--- src/rtl/prll_bs_pkg.sv ---
// Shared types and constants for the parallel-bus round-robin arbiter.
// Latency: n/a (declarations only).
// Backpressure: n/a.
//
// Holds the transfer FSM encoding, the default destination-ID geometry
// and a small pointer-wrap helper used by the top level.
package prll_bs_pkg;

    // Transfer FSM: one arbitration cycle, one pop cycle, one delivery cycle.
    typedef enum logic [1:0] {
        IDLE    = 2'd0,
        POP     = 2'd1,
        DELIVER = 2'd2
    } state_t;

    // Default destination-ID width and the all-ones broadcast ID.
    localparam int                    DEF_ID_W      = 8;
    localparam logic [DEF_ID_W-1:0]   DEF_BROADCAST = {DEF_ID_W{1'b1}};

    // Next round-robin pointer: the slot just after g, wrapping at n.
    function automatic int rr_next(input int g, input int n);
        return (g >= n - 1) ? 0 : g + 1;
    endfunction

endpackage

--- src/rtl/prll_bs_rr_rbtr_rr_pick.sv ---
// Round-robin search: first set request at or above ptr, wrapping at n.
// Latency: purely combinational, zero cycles.
// Backpressure: none; valid is low when no request is set.
//
// Ports: req (n request bits), ptr (start index, < n),
//        idx (chosen index), valid (any request set).
module rr_pick #(
    parameter int n = 6,
    parameter int w = 3
) (
    input  logic [n-1:0] req,
    input  logic [w-1:0] ptr,
    output logic [w-1:0] idx,
    output logic         valid
);

    always_comb begin : pick_search
        int c;
        idx   = '0;
        valid = 1'b0;
        c     = 0;
        for (int k = 0; k < n; k++) begin
            // ptr is always below n, so a single subtraction wraps the slot.
            c = int'(ptr) + k;
            if (c >= n) begin
                c = c - n;
            end
            if (!valid && req[c]) begin
                valid = 1'b1;
                idx   = w'(c);
            end
        end
    end

endmodule

--- src/rtl/prll_bs_rr_rbtr.sv ---
// Round-robin arbiter moving one word per transfer from a pending driver
// FIFO head to one / all-but-source / no drivers, by destination ID.
// Latency: arbitrate, pop, deliver -- one word every 3 cycles.
// Backpressure: none downstream; pop only drains a FIFO that flags pndng.
//
// Ports:
//   clk, reset       clock (rising edge) and async active-low reset
//   pndng  [drvrs]   driver i has a head word on its D_pop slice (FWFT)
//   D_pop  [drvrs*bits] flat head words, slice i belongs to driver i
//   pop    [drvrs]   one-cycle pop strobe to the granted driver
//   push   [drvrs]   one-cycle push strobe(s) for the delivered word
//   D_push [drvrs*bits] delivered word replicated on every slice
//   busy             FSM is not idle
//   drop_cnt [16]    saturating count of words with an invalid destination
module prll_bs_rr_rbtr
    import prll_bs_pkg::*;
#(
    parameter int               drvrs     = 6,
    parameter int               bits      = 32,
    parameter int               id_w      = DEF_ID_W,
    parameter logic [id_w-1:0]  broadcast = {id_w{1'b1}}
) (
    input  logic                    clk,
    input  logic                    reset,
    input  logic [drvrs-1:0]        pndng,
    input  logic [drvrs*bits-1:0]   D_pop,
    output logic [drvrs-1:0]        pop,
    output logic [drvrs-1:0]        push,
    output logic [drvrs*bits-1:0]   D_push,
    output logic                    busy,
    output logic [15:0]             drop_cnt
);

    localparam int GW = (drvrs > 1) ? $clog2(drvrs) : 1;

    state_t             state_q;
    logic [GW-1:0]      gnt_q;
    logic [GW-1:0]      rr_ptr_q;
    logic [bits-1:0]    data_reg;
    logic [15:0]        drop_cnt_q;

    logic [GW-1:0]      pick_idx;
    logic               pick_vld;

    logic [id_w-1:0]    dest;
    logic               dest_is_bcast;
    logic               dest_is_uni;
    logic               dest_is_drop;

    rr_pick #(
        .n (drvrs),
        .w (GW)
    ) u_rr_pick (
        .req   (pndng),
        .ptr   (rr_ptr_q),
        .idx   (pick_idx),
        .valid (pick_vld)
    );

    // Destination ID lives in the top id_w bits of the captured word.
    // Broadcast is tested first so it wins even when it is numerically < drvrs.
    assign dest          = data_reg[bits-1 -: id_w];
    assign dest_is_bcast = (dest == broadcast);
    assign dest_is_uni   = !dest_is_bcast && (int'(dest) < drvrs);
    assign dest_is_drop  = !dest_is_bcast && !dest_is_uni;

    always_ff @(posedge clk or negedge reset) begin
        if (!reset) begin
            state_q    <= IDLE;
            gnt_q      <= '0;
            rr_ptr_q   <= '0;
            data_reg   <= '0;
            drop_cnt_q <= '0;
        end else begin
            case (state_q)
                IDLE: begin
                    if (pick_vld) begin
                        gnt_q   <= pick_idx;
                        state_q <= POP;
                    end
                end
                POP: begin
                    // gnt_q is frozen from here on, so pndng changes cannot
                    // redirect the word already being popped.
                    data_reg <= D_pop[int'(gnt_q)*bits +: bits];
                    state_q  <= DELIVER;
                end
                DELIVER: begin
                    // Winner becomes lowest priority for the next search.
                    rr_ptr_q <= GW'(rr_next(int'(gnt_q), drvrs));
                    if (dest_is_drop && (drop_cnt_q != 16'hFFFF)) begin
                        drop_cnt_q <= drop_cnt_q + 16'd1;
                    end
                    state_q <= IDLE;
                end
                default: begin
                    state_q <= IDLE;
                end
            endcase
        end
    end

    // Strobes depend on registered state only; pop and push live in
    // different states, so they can never overlap.
    always_comb begin
        pop  = '0;
        push = '0;
        for (int i = 0; i < drvrs; i++) begin
            if ((state_q == POP) && (int'(gnt_q) == i)) begin
                pop[i] = 1'b1;
            end
            if (state_q == DELIVER) begin
                if (dest_is_bcast) begin
                    push[i] = (int'(gnt_q) != i);
                end else if (dest_is_uni) begin
                    push[i] = (int'(dest) == i);
                end
            end
        end
    end

    assign D_push   = {drvrs{data_reg}};
    assign busy     = (state_q != IDLE);
    assign drop_cnt = drop_cnt_q;

endmodule

--- config.mk ---
export PLATFORM = sky130hd
export DESIGN_NAME = prll_bs_rr_rbtr
export DESIGN_NICKNAME = d
export VERILOG_FILES = /design/src/rtl/prll_bs_pkg.sv /design/src/rtl/prll_bs_rr_rbtr_rr_pick.sv /design/src/rtl/prll_bs_rr_rbtr.sv
export SDC_FILE = /design/constraint.sdc
export NUM_CORES = 1
export LEC_CHECK = 0
export CAP_MARGIN = 20
export CORE_AREA = 2 2 163 165
export CTS_BUF_LIST = sky130_fd_sc_hd__clkbuf_8
export DETAILED_ROUTE_END_ITERATION = 10
export DIE_AREA = 0 0 165 167
export GPL_ROUTABILITY_DRIVEN = 0
export PLACE_DENSITY = 0.66
export SYNTH_ARGS = -nofsm -noshare
export SYNTH_HDL_FRONTEND = slang
export SYNTH_SLANG_ARGS = --single-unit
--- constraint.sdc ---
create_clock -name clk -period 3.1 [get_ports clk]
set_clock_uncertainty 0.1 [all_clocks]
set_input_delay 0.31 -clock clk [delete_from_list [all_inputs] [get_ports clk]]
set_output_delay 0.31 -clock clk [all_outputs]
set_load 0.01 [all_outputs]
==> results of run 1 <==
[power by group through the flow]
stage / Combinational (mW) / Clock [mW] / Sequential, mW
final: 7.71 / 0.463 / 1.63
after global routing: 8.33 / 0.518 / 1.69
after detailed placement: 7.63 / 0 / 1.63
after global placement: 7.55 / 0 / 1.61
after floorplan: 4.91 / 0 / 1.61
after CTS: 7.66 / 0.489 / 1.62
[placed cells by master (no fill, tap or decap), drive strengths merged, types with 3 or more instances in the layout]
cell / synthesis / layout
clkbuf: 23 / 5
nor3: 15 / 15
inv: 17 / 18
mux4: 32 / 32
clkdlybuf4s50: 0 / 419
mux2: 36 / 36
nand2: 18 / 18
ha: 19 / 19
buf: 171 / 32
nand4: 6 / 6
nor2: 84 / 84
or3: 5 / 5
mux2i: 12 / 12
dfrtp: 56 / 56
o21ai: 13 / 13
nand2b: 9 / 9
a31oi: 6 / 6
xor2: 8 / 8
a211oi: 3 / 3
a211o: 3 / 3
nor4: 3 / 3
a21oi: 16 / 16
nand3: 12 / 12
a221oi: 32 / 32
xnor2: 11 / 11
[path summary, 6_finish.rpt]
check / startpoint / end / cells after the start
max: rr_ptr_q[1] / gnt_q[2] / 11
min: reset / drop_cnt[1] / 2
max reg2reg: rr_ptr_q[1] / gnt_q[2] / 11
min reg2reg: drop_cnt[9] / drop_cnt[9] / 1
max in group asynchronous: reset / gnt_q[0] / 2
min in group clk: drop_cnt[9] / drop_cnt[9] / 1
[layer usage]
layer	part of all wire, %	global-route usage (%)	vias to the layer above	wire length [µm]
met2	49	29.0	278	11900
met1	43	21.8	2761	10400
li1	-	-	2666	-
met4	1.3	3.36	0	309
met3	6.6	2.57	13	1590
met5	0	0	-	0
[timing repair]
item                       CTS  global route
gates resized for setup      2            10
setup endpoints to repair    3             6
pin swaps                    0             1
setup buffers                0             1
gates cloned                 0             0
[logic make-up (layout without fill, tap and decap cells)]
group	after synthesis	count (layout)	share of synthesized area [%]
flops	56	56	23.7
other cells	0	1	0
simple gates	163	163	12.8
xor+xnor	19	19	2.81
fa+ha+maj	19	19	4.02
compound gates	92	92	11.5
buf+inv	212	477	23.9
mux	80	80	21.3
[synth_stat cells, types with 2 or more instances]
cell	instances	area [µm²]
buf_4	160	1200
nor2_1	84	315
dfrtp_1	56	1400
mux2_2	35	394
a221oi_1	32	280
mux4_2	32	721
clkbuf_1	23	86.3
ha_1	19	238
nand2_1	18	67.6
inv_1	16	60.1
a21oi_1	15	75.1
nor3_1	15	75.1
nand3_1	12	60.1
o21ai_0	12	60.1
mux2i_1	11	110
xnor2_1	11	96.3
nand2b_1	9	56.3
xor2_1	8	70.1
a31oi_1	6	37.5
buf_1	6	22.5
nand4_1	6	37.5
or3_1	4	25.0
a211o_1	3	26.3
a211oi_1	3	22.5
buf_2	3	15.0
nor4_1	3	18.8
a2111oi_0	2	17.5
a21o_1	2	15.0
a2bb2oi_1	2	17.5
and3_1	2	12.5
and4_1	2	17.5
buf_6	2	22.5
nand4b_1	2	17.5
o21bai_1	2	15.0
o32a_1	2	20.0
[stage by stage]
step / power, mW / util (%) / instance area [µm²] / TNS [ns] / cells
after global placement: 9.16 / 36.6 / 9430 / 0 / 1232
after floorplan: 6.52 / - / 5920 / 0 / 641
after CTS: 9.76 / 37.0 / 9530 / 0 / 1240
final: 9.80 / 37.2 / 9580 / 0 / 1242
after detailed placement: 9.26 / 36.6 / 9430 / 0 / 1232
after global routing: 10.5 / 37.2 / 9580 / -0.0336 / 1241
[layout make-up]
| class | count | area, µm² |
|---|---|---|
| Inverter | 18 | 67.6 |
| Timing Repair Buffer | 451 | 4430 |
| Sequential cell | 56 | 1410 |
| Clock buffer | 5 | 68.8 |
| Clock inverter | 3 | 27.5 |
| Multi-Input combinational cell | 373 | 3150 |
| Tap cell | 335 | 419 |
| Fill cell | 2561 | 16200 |
| Antenna cell | 1 | 2.50 |
==> impl_metrics.json, run 1 <==
{
  "status": "finished, final reports clean",
  "rsz0062_at_grt": "yes",
  "die_area_um2": 27600,
  "powerDensity_nw_per_um2": 1020,
  "ys_seq_area_share_pct": 23.7,
  "drt_first_pass_iters": 4,
  "routed_wl_um": 24200,
  "antenna_found_initial": 0,
  "clk_pin_slew_ns": 0.12,
  "cp.buffers_inverters": 2,
  "track_usage_pct": 16.7,
  "cts_tree": "done",
  "drtIter0Drc": 327,
  "switching_share_pct": 45.5,
  "clockBufferDepth": 2,
  "setup_ws_ns": 0.167,
  "worstSetupPathType": "reg -> reg",
  "slew-limit-headroom_pct": 41.3,
  "grt_start_max_net_pins": 57,
  "netlist_instances": 641,
  "dp.final_hpwl_um": 19200,
  "vdd_drop_max_mv": 0.580,
  "critPathMostFrequentCell": "ha_1",
  "avgSynthCellArea_um2": 9.23,
  "worstMarginPinSlew_ns": 0.872,
  "cpMaxStageDelayCell": "dfrtp_1",
  "setup_viol": 0,
  "drv_cap": 0,
  "power_frac_comb_pct": 78.7,
  "cts-root-buf": "clkbuf_8",
  "crit_family": "compound AO/OA/AOI/OAI gates",
  "p_clk_share_pct": 4.7,
  "cts.sinks": 56,
  "p_leak_nw": 3.63,
  "switching_power_mw": 4.46,
  "wire_per_inst_um": 19.5,
  "grt_pass1_vias": 5587,
  "drc_errors": 0,
  "internal_power_mw": 5.34,
  "synth_edf_count": 0,
  "dieHeight_um": 167,
  "fin_nets": 1124,
  "initial_utilization_pct": 23.0,
  "largest_register_ffs": 32,
  "crit_arrival_ns": 3.07,
  "cp_max_fo": 6,
  "netlist_area_um2": 5920,
  "yosys_register_bits": 56,
  "port_buffers": 420,
  "cts.htree.levels": 2,
  "fp-row-count": 59,
  "dr_total_vias": 5718,
  "insertion_delay_ns": 0.34,
  "drtAntennaViolNets": 0,
  "core_area_um2": 25800,
  "synthFlopType": "dfrtp_1",
  "hold_viol_final": 0,
  "globalRouteOverflowTotal": 0,
  "maxSlewViolCount": 0,
  "synth_nets": 860,
  "cts_hold_buf": 0,
  "yosysWarnings": 0,
  "r2r_setup_slack_ns": 0.17,
  "crit_chain": "inv_2 -> ha_1 -> inv_1 -> ha_1 -> or3_1 -> o32ai_1 -> a21oi_2 -> o21bai_1 -> a31oi_1 -> a21oi_1 -> o32a_1",
  "grt_first_pass_wirelength_um": 34500,
  "fin_crit_sh_pct": 94.6,
  "cts_made_buffers": 5,
  "clock.fmax_ghz": 0.341,
  "synth_cell_types": 56,
  "crit_path_end_kind": "flop",
  "final_layout_size_suffix_gt1_share_pct": 13.8,
  "worstHoldPathType": "in -> async",
  "async_reset_ff_share_pct": 100,
  "p_seq_share_pct": 16.6,
  "pre_cts_slack_ns": 0.109,
  "area_growth_pct": 61.9,
  "holdWs_ns": 0.0263,
  "critPathLaunchType": "flop",
  "routed_via_density": 4.60,
  "die_x_um": 165,
  "fin_crit_ns": 2.93,
  "max_stage_delay_ns": 0.45,
  "pin_count": 421,
  "cp.required_ns": 3.24
}
No activity file was read; power rests on OpenSTA's default activity.
==> inputs of run 2 (changes only) <==
--- a/config.mk
+++ b/config.mk
@@ -11,7 +11,7 @@
 export DETAILED_ROUTE_END_ITERATION = 10
 export DIE_AREA = 0 0 165 167
 export GPL_ROUTABILITY_DRIVEN = 0
-export PLACE_DENSITY = 0.66
+export PLACE_DENSITY_LB_ADDON = 0.1
 export SYNTH_ARGS = -nofsm -noshare
 export SYNTH_HDL_FRONTEND = slang
 export SYNTH_SLANG_ARGS = --single-unit
==> run 2 against run 1 <==
Combinational power down 1%; first-iteration DRC count down 30%; flip-flop and latch count unchanged; die area unchanged; critical path type is now reg -> out; critical endpoint is now push[4].
==> impl_metrics.json, run 2 (synthesis gave the netlist of run 1 again) <==
{
  "crit_cells": 7,
  "cpMaxStageDelayCell": "clkdlybuf4s50_1",
  "critPathLaunchType": "flop",
  "track_usage_pct": 16.8,
  "drv_cap": 0,
  "globalRouteOverflowTotal": 0,
  "fin_crit_sh_pct": 96.2,
  "drc_errors": 0,
  "p_leak_nw": 3.67,
  "pin_count": 421,
  "critPathCapture": "push[4]",
  "dp.final_hpwl_um": 19900,
  "regArea_um2": 1410,
  "cts.sinks": 56,
  "multi_input_comb_area_um2": 3160,
  "crit_path_end_kind": "output port",
  "cts_tree": "done",
  "cp-startpoint": "data_reg[26]",
  "cp.buffers_inverters": 1,
  "final_util_pct": 37.4,
  "worstHoldPathType": "in -> async",
  "powerDensity_nw_per_um2": 1010,
  "final_cell_mix": "clkdlybuf4s50_1, nor2_1, dfrtp_1",
  "routed_wl_um": 24700,
  "clockBufferDepth": 2,
  "maxSlewViolCount": 0,
  "cts_made_buffers": 5,
  "cts_setup_buffers": 0,
  "status": "finished, final reports clean",
  "fin_nets": 1127,
  "cp.required_ns": 2.69,
  "crit_arrival_ns": 2.57,
  "crit_family": "simple AND/OR/NAND/NOR gates",
  "insertion_delay_ns": 0.33,
  "port_buffers": 420,
  "grt_start_max_net_pins": 65,
  "initial_utilization_pct": 23.0,
  "vdd_drop_max_mv": 0.620,
  "fin_total_pwr_mw": 9.74,
  "clock.fmax_ghz": 0.335,
  "slew-limit-headroom_pct": 43.2,
  "dr_total_vias": 5487,
  "fin_crit_ns": 2.98,
  "max_stage_delay_ns": 0.56,
  "r2r_end": "gnt_q[2]",
  "diodes": 0,
  "die_x_um": 165,
  "largest_register_ffs": 32,
  "timing.rr.start": "rr_ptr_q[1]",
  "grt_first_pass_wirelength_um": 35200,
  "drt_first_pass_iters": 4,
  "antenna_found_initial": 0,
  "clk_pin_slew_ns": 0.11,
  "final_layout_size_suffix_gt1_share_pct": 14.0,
  "cts-root-buf": "clkbuf_8",
  "crit_chain": "a211o_1 -> nor4_2 -> nor2b_4 -> nor4bb_2 -> a21oi_1 -> nor2_1 -> clkdlybuf4s50_1",
  "routed_via_density": 4.41,
  "fillers": 2586,
  "dieHeight_um": 167,
  "drtAntennaViolNets": 0,
  "wire_per_inst_um": 19.8,
  "hold_viol_final": 0,
  "worstMarginPinSlew_ns": 0.850,
  "rr_worst_depth": 12,
  "worstSetupPathType": "reg -> out",
  "area_growth_pct": 62.7,
  "core_area_um2": 25800,
  "cts.htree.levels": 2,
  "setup_tns_ns": 0,
  "cp_max_fo": 4,
  "fp-row-count": 59,
  "r2r_setup_slack_ns": 0.17,
  "drtIter0Drc": 228,
  "die_area_um2": 27600,
  "layout_commonest_cell": "clkdlybuf4s50_1",
  "grt_pass1_vias": 5388,
  "setup_viol": 0
}
run 2: changes by cell type in the layout (fill, tap and decap cells not counted), sizes merged:
cell         before  now
diode             1    0
buf              32   34
bufinv            0    1
dlygate4sd3       0    1
clkinvlp          1    0
run 2: repair_timing:
item / CTS / global route
hold buffers: 1 / 0
cloned: 0 / 0
endpoints found under the setup margin: 1 / 5
resized for setup: 3 / 8
hold endpoints to repair: 19 / 0
run 2: stage by stage:
step | setup WS [ns] | hold slack, ns | std cells | instance area (µm²)
6_report | 0.117 | 0.363 | 1244 | 9630
3_3_place_gp | 0.0591 | 0.207 | 1235 | 9460
5_1_grt | -0.0353 | 0.391 | 1244 | 9630
2_1_floorplan | 0.00798 | -0.0856 | 641 | 5920
3_5_place_dp | 0.0702 | 0.211 | 1235 | 9460
4_1_cts | 0.0313 | 0.354 | 1244 | 9590
run 2: cell type report:
type / instances / share of cell area (%)
clock inverters: 3 / 0.403
multi-input cells: 373 / 32.8
inverters: 18 / 0.702
flip-flops and latches: 56 / 14.6
well taps: 335 / 4.35
clock buffers: 5 / 0.715
repair buffers: 454 / 46.4
run 2: worst reg2reg max path: cells and delay by family (launching register included):
| family | cells | cell delay, ns |
|---|---|---|
| and+or+nand+nor | 5 | 0.92 |
| DFF | 1 | 0.43 |
| buffers and inverters | 3 | 0.45 |
| AOI/OAI and AO/OA | 3 | 0.57 |
| adders and majority gates | 1 | 0.36 |
run 2: power by group:
group          switching [mW]  leakage, nW  internal, mW
combinational            3.46         2.94          4.17
sequential              0.563        0.672          1.05
clock                   0.266       0.0593         0.238
total                    4.28         3.67          5.45
run 2: routing by layer:
metal | part of all wire [%] | track usage, %
met1 | 44 | 22.3
met2 | 48 | 28.6
met3 | 7.1 | 3.36
met4 | 0.90 | 2.65
met5 | 0 | 0
run 2: worst min path at each step:
stage	from	depth (start not counted)	slack (ns)	end
6_report	reset	2	0.36	drop_cnt[3]
5_1_grt	reset	2	0.39	drop_cnt[3]
2_1_floorplan	reset	0	-0.09	data_reg[0]
3_5_place_dp	reset	1	0.21	drop_cnt[3]
4_1_cts	reset	2	0.35	drop_cnt[3]
3_3_place_gp	reset	1	0.21	drop_cnt[3]
==> inputs of run 3 (changes only) <==
--- a/config.mk
+++ b/config.mk
@@ -6,12 +6,13 @@
 export NUM_CORES = 1
 export LEC_CHECK = 0
 export CAP_MARGIN = 20
-export CORE_AREA = 2 2 163 165
+export CORE_AREA = 4 4 161 163
 export CTS_BUF_LIST = sky130_fd_sc_hd__clkbuf_8
 export DETAILED_ROUTE_END_ITERATION = 10
 export DIE_AREA = 0 0 165 167
 export GPL_ROUTABILITY_DRIVEN = 0
 export PLACE_DENSITY_LB_ADDON = 0.1
+export SKIP_LAST_GASP = 1
 export SYNTH_ARGS = -nofsm -noshare
 export SYNTH_HDL_FRONTEND = slang
 export SYNTH_SLANG_ARGS = --single-unit
==> run 3 against run 2 <==
Setup slack better by 0.089 ns; cell count is 0.80% lower; combinational power is 1% higher; global-route usage is 0.88 points higher.
==> impl_metrics.json, run 3 (synthesis gave the netlist of run 1 again) <==
{
  "clk_pin_slew_ns": 0.11,
  "routed_wl_um": 25800,
  "core_area_um2": 24300,
  "insertion_delay_ns": 0.33,
  "worstHoldPathType": "in -> async",
  "powerDensity_nw_per_um2": 1010,
  "largest_register_ffs": 32,
  "rsz0062_at_grt": "yes",
  "area_growth_pct": 62.6,
  "drt_first_pass_iters": 6,
  "die_area_um2": 27600,
  "cts_tree": "done",
  "cts_setup_buffers": 0,
  "initial_utilization_pct": 24.3,
  "worstMarginPinSlew_ns": 0.770,
  "fillers": 2422,
  "track_usage_pct": 17.7,
  "cpMaxStageDelayCell": "dfrtp_1",
  "grt_pass1_vias": 5605,
  "busiest_layer": "met2",
  "maxSlewViolCount": 0,
  "globalRouteOverflowTotal": 0,
  "cts.sinks": 56,
  "holdWs_ns": 0.0290,
  "setup_viol": 0,
  "max_stage_delay_ns": 0.44,
  "drv_cap": 0,
  "drtIter0Drc": 268,
  "drtAntennaViolNets": 0,
  "use_met1_pct": 23.5,
  "final_layout_size_suffix_gt1_share_pct": 14.2,
  "grt_start_max_net_pins": 57,
  "dieHeight_um": 167,
  "vdd_drop_max_mv": 0.554,
  "grt_util_met2_pct": 29.2,
  "diodes": 0,
  "grt_first_pass_wirelength_um": 37500,
  "crit_path_end_kind": "flop",
  "drc_errors": 0,
  "hold_viol_final": 0,
  "cts_made_buffers": 5,
  "status": "finished, final reports clean",
  "die_x_um": 165,
  "fin_nets": 1128,
  "pin_count": 421,
  "crit_arrival_ns": 3.02,
  "critPathLaunchType": "flop",
  "p_leak_nw": 3.68,
  "worstSetupPathType": "reg -> reg",
  "cp_max_fo": 5,
  "layout_commonest_cell": "clkdlybuf4s50_1",
  "fin_total_pwr_mw": 9.76,
  "crit_chain": "inv_2 -> ha_1 -> inv_1 -> ha_1 -> or3_1 -> o32ai_1 -> a21oi_2 -> o21bai_1 -> a31oi_1 -> a21oi_1 -> o32a_1",
  "dp.final_hpwl_um": 20800,
  "slew-limit-headroom_pct": 48.7,
  "clockBufferDepth": 2,
  "use_met3_pct": 4.65,
  "fp-row-count": 57,
  "critPathMostFrequentCell": "ha_1",
  "cp.required_ns": 3.22,
  "dr_total_vias": 5629,
  "routed_via_density": 4.56,
  "fin_crit_ns": 2.89,
  "clock.fmax_ghz": 0.345,
  "antenna_found_initial": 1,
  "cts-root-buf": "clkbuf_8",
  "port_buffers": 420,
  "cts.htree.levels": 2,
  "fin_crit_sh_pct": 93.4,
  "final_cell_mix": "clkdlybuf4s50_1, nor2_1, dfrtp_1",
  "wire_per_inst_um": 20.9
}
-- run 3: what timing repair did --
| item | CTS | global route |
|---|---|---|
| hold endpoints to repair | 0 | 0 |
| hold buffers | 0 | 0 |
| gates resized for setup | 2 | 11 |
| setup endpoints to repair | 1 | 7 |
| gates cloned | 0 | 0 |
-- run 3: worst paths after layout --
| kind | startpoint | to | slack [ns] | depth (start not counted) |
|---|---|---|---|---|
| worst min-delay path | reset | drop_cnt[0] | 0.03 | 2 |
| worst max-delay path | rr_ptr_q[1] | gnt_q[2] | 0.21 | 11 |
| worst max register to register | rr_ptr_q[1] | gnt_q[2] | 0.21 | 11 |
| min in group clk | drop_cnt[9] | drop_cnt[9] | 0.41 | 1 |
| max in group asynchronous | reset | gnt_q[0] | 2.30 | 2 |
| worst min register to register | drop_cnt[9] | drop_cnt[9] | 0.41 | 1 |
-- run 3: power breakdown --
group	switching, mW	internal (mW)
Clock	0.258	0.179
Combinational	3.54	4.19
Sequential	0.541	1.05
Total	4.34	5.42
-- run 3: final cells by class --
cell class / instances / area [µm²] / share of cell area (%)
multi-input combinational: 373 / 3150 / 32.8
timing repair buffer: 455 / 4490 / 46.7
inverter: 18 / 67.6 / 0.702
clock buffer: 6 / 82.6 / 0.859
clock inverter: 2 / 11.3 / 0.117
sequential: 56 / 1410 / 14.6
tap: 324 / 405 / 4.21
-- run 3: critical path: cells and delay by family (launching register included) --
family          cells  cell delay, ns
flops               1            0.44
fa+ha+maj           2            0.72
compound gates      6            1.01
simple gates        1            0.36
buf+inv             2            0.18
-- run 3: layer usage --
layer | part of all wire, % | up-vias
met5 | 0.050 | -
met4 | 1.3 | 2
met3 | 8.3 | 20
met2 | 48 | 235
met1 | 43 | 2696
li1 | - | 2676
-- run 3: per-stage QoR --
stage          area [µm²]  setup TNS (ns)  setup WS [ns]  std cells  utilization, %
2_1_floorplan        5920               0        0.00798        641               -
3_3_place_gp         9470               0         0.0787       1226            38.9
3_5_place_dp         9470               0         0.0939       1226            38.9
4_1_cts              9570               0         0.0264       1234            39.4
5_1_grt              9620         -0.0281        -0.0181       1234            39.5
6_report             9620               0          0.205       1234            39.5
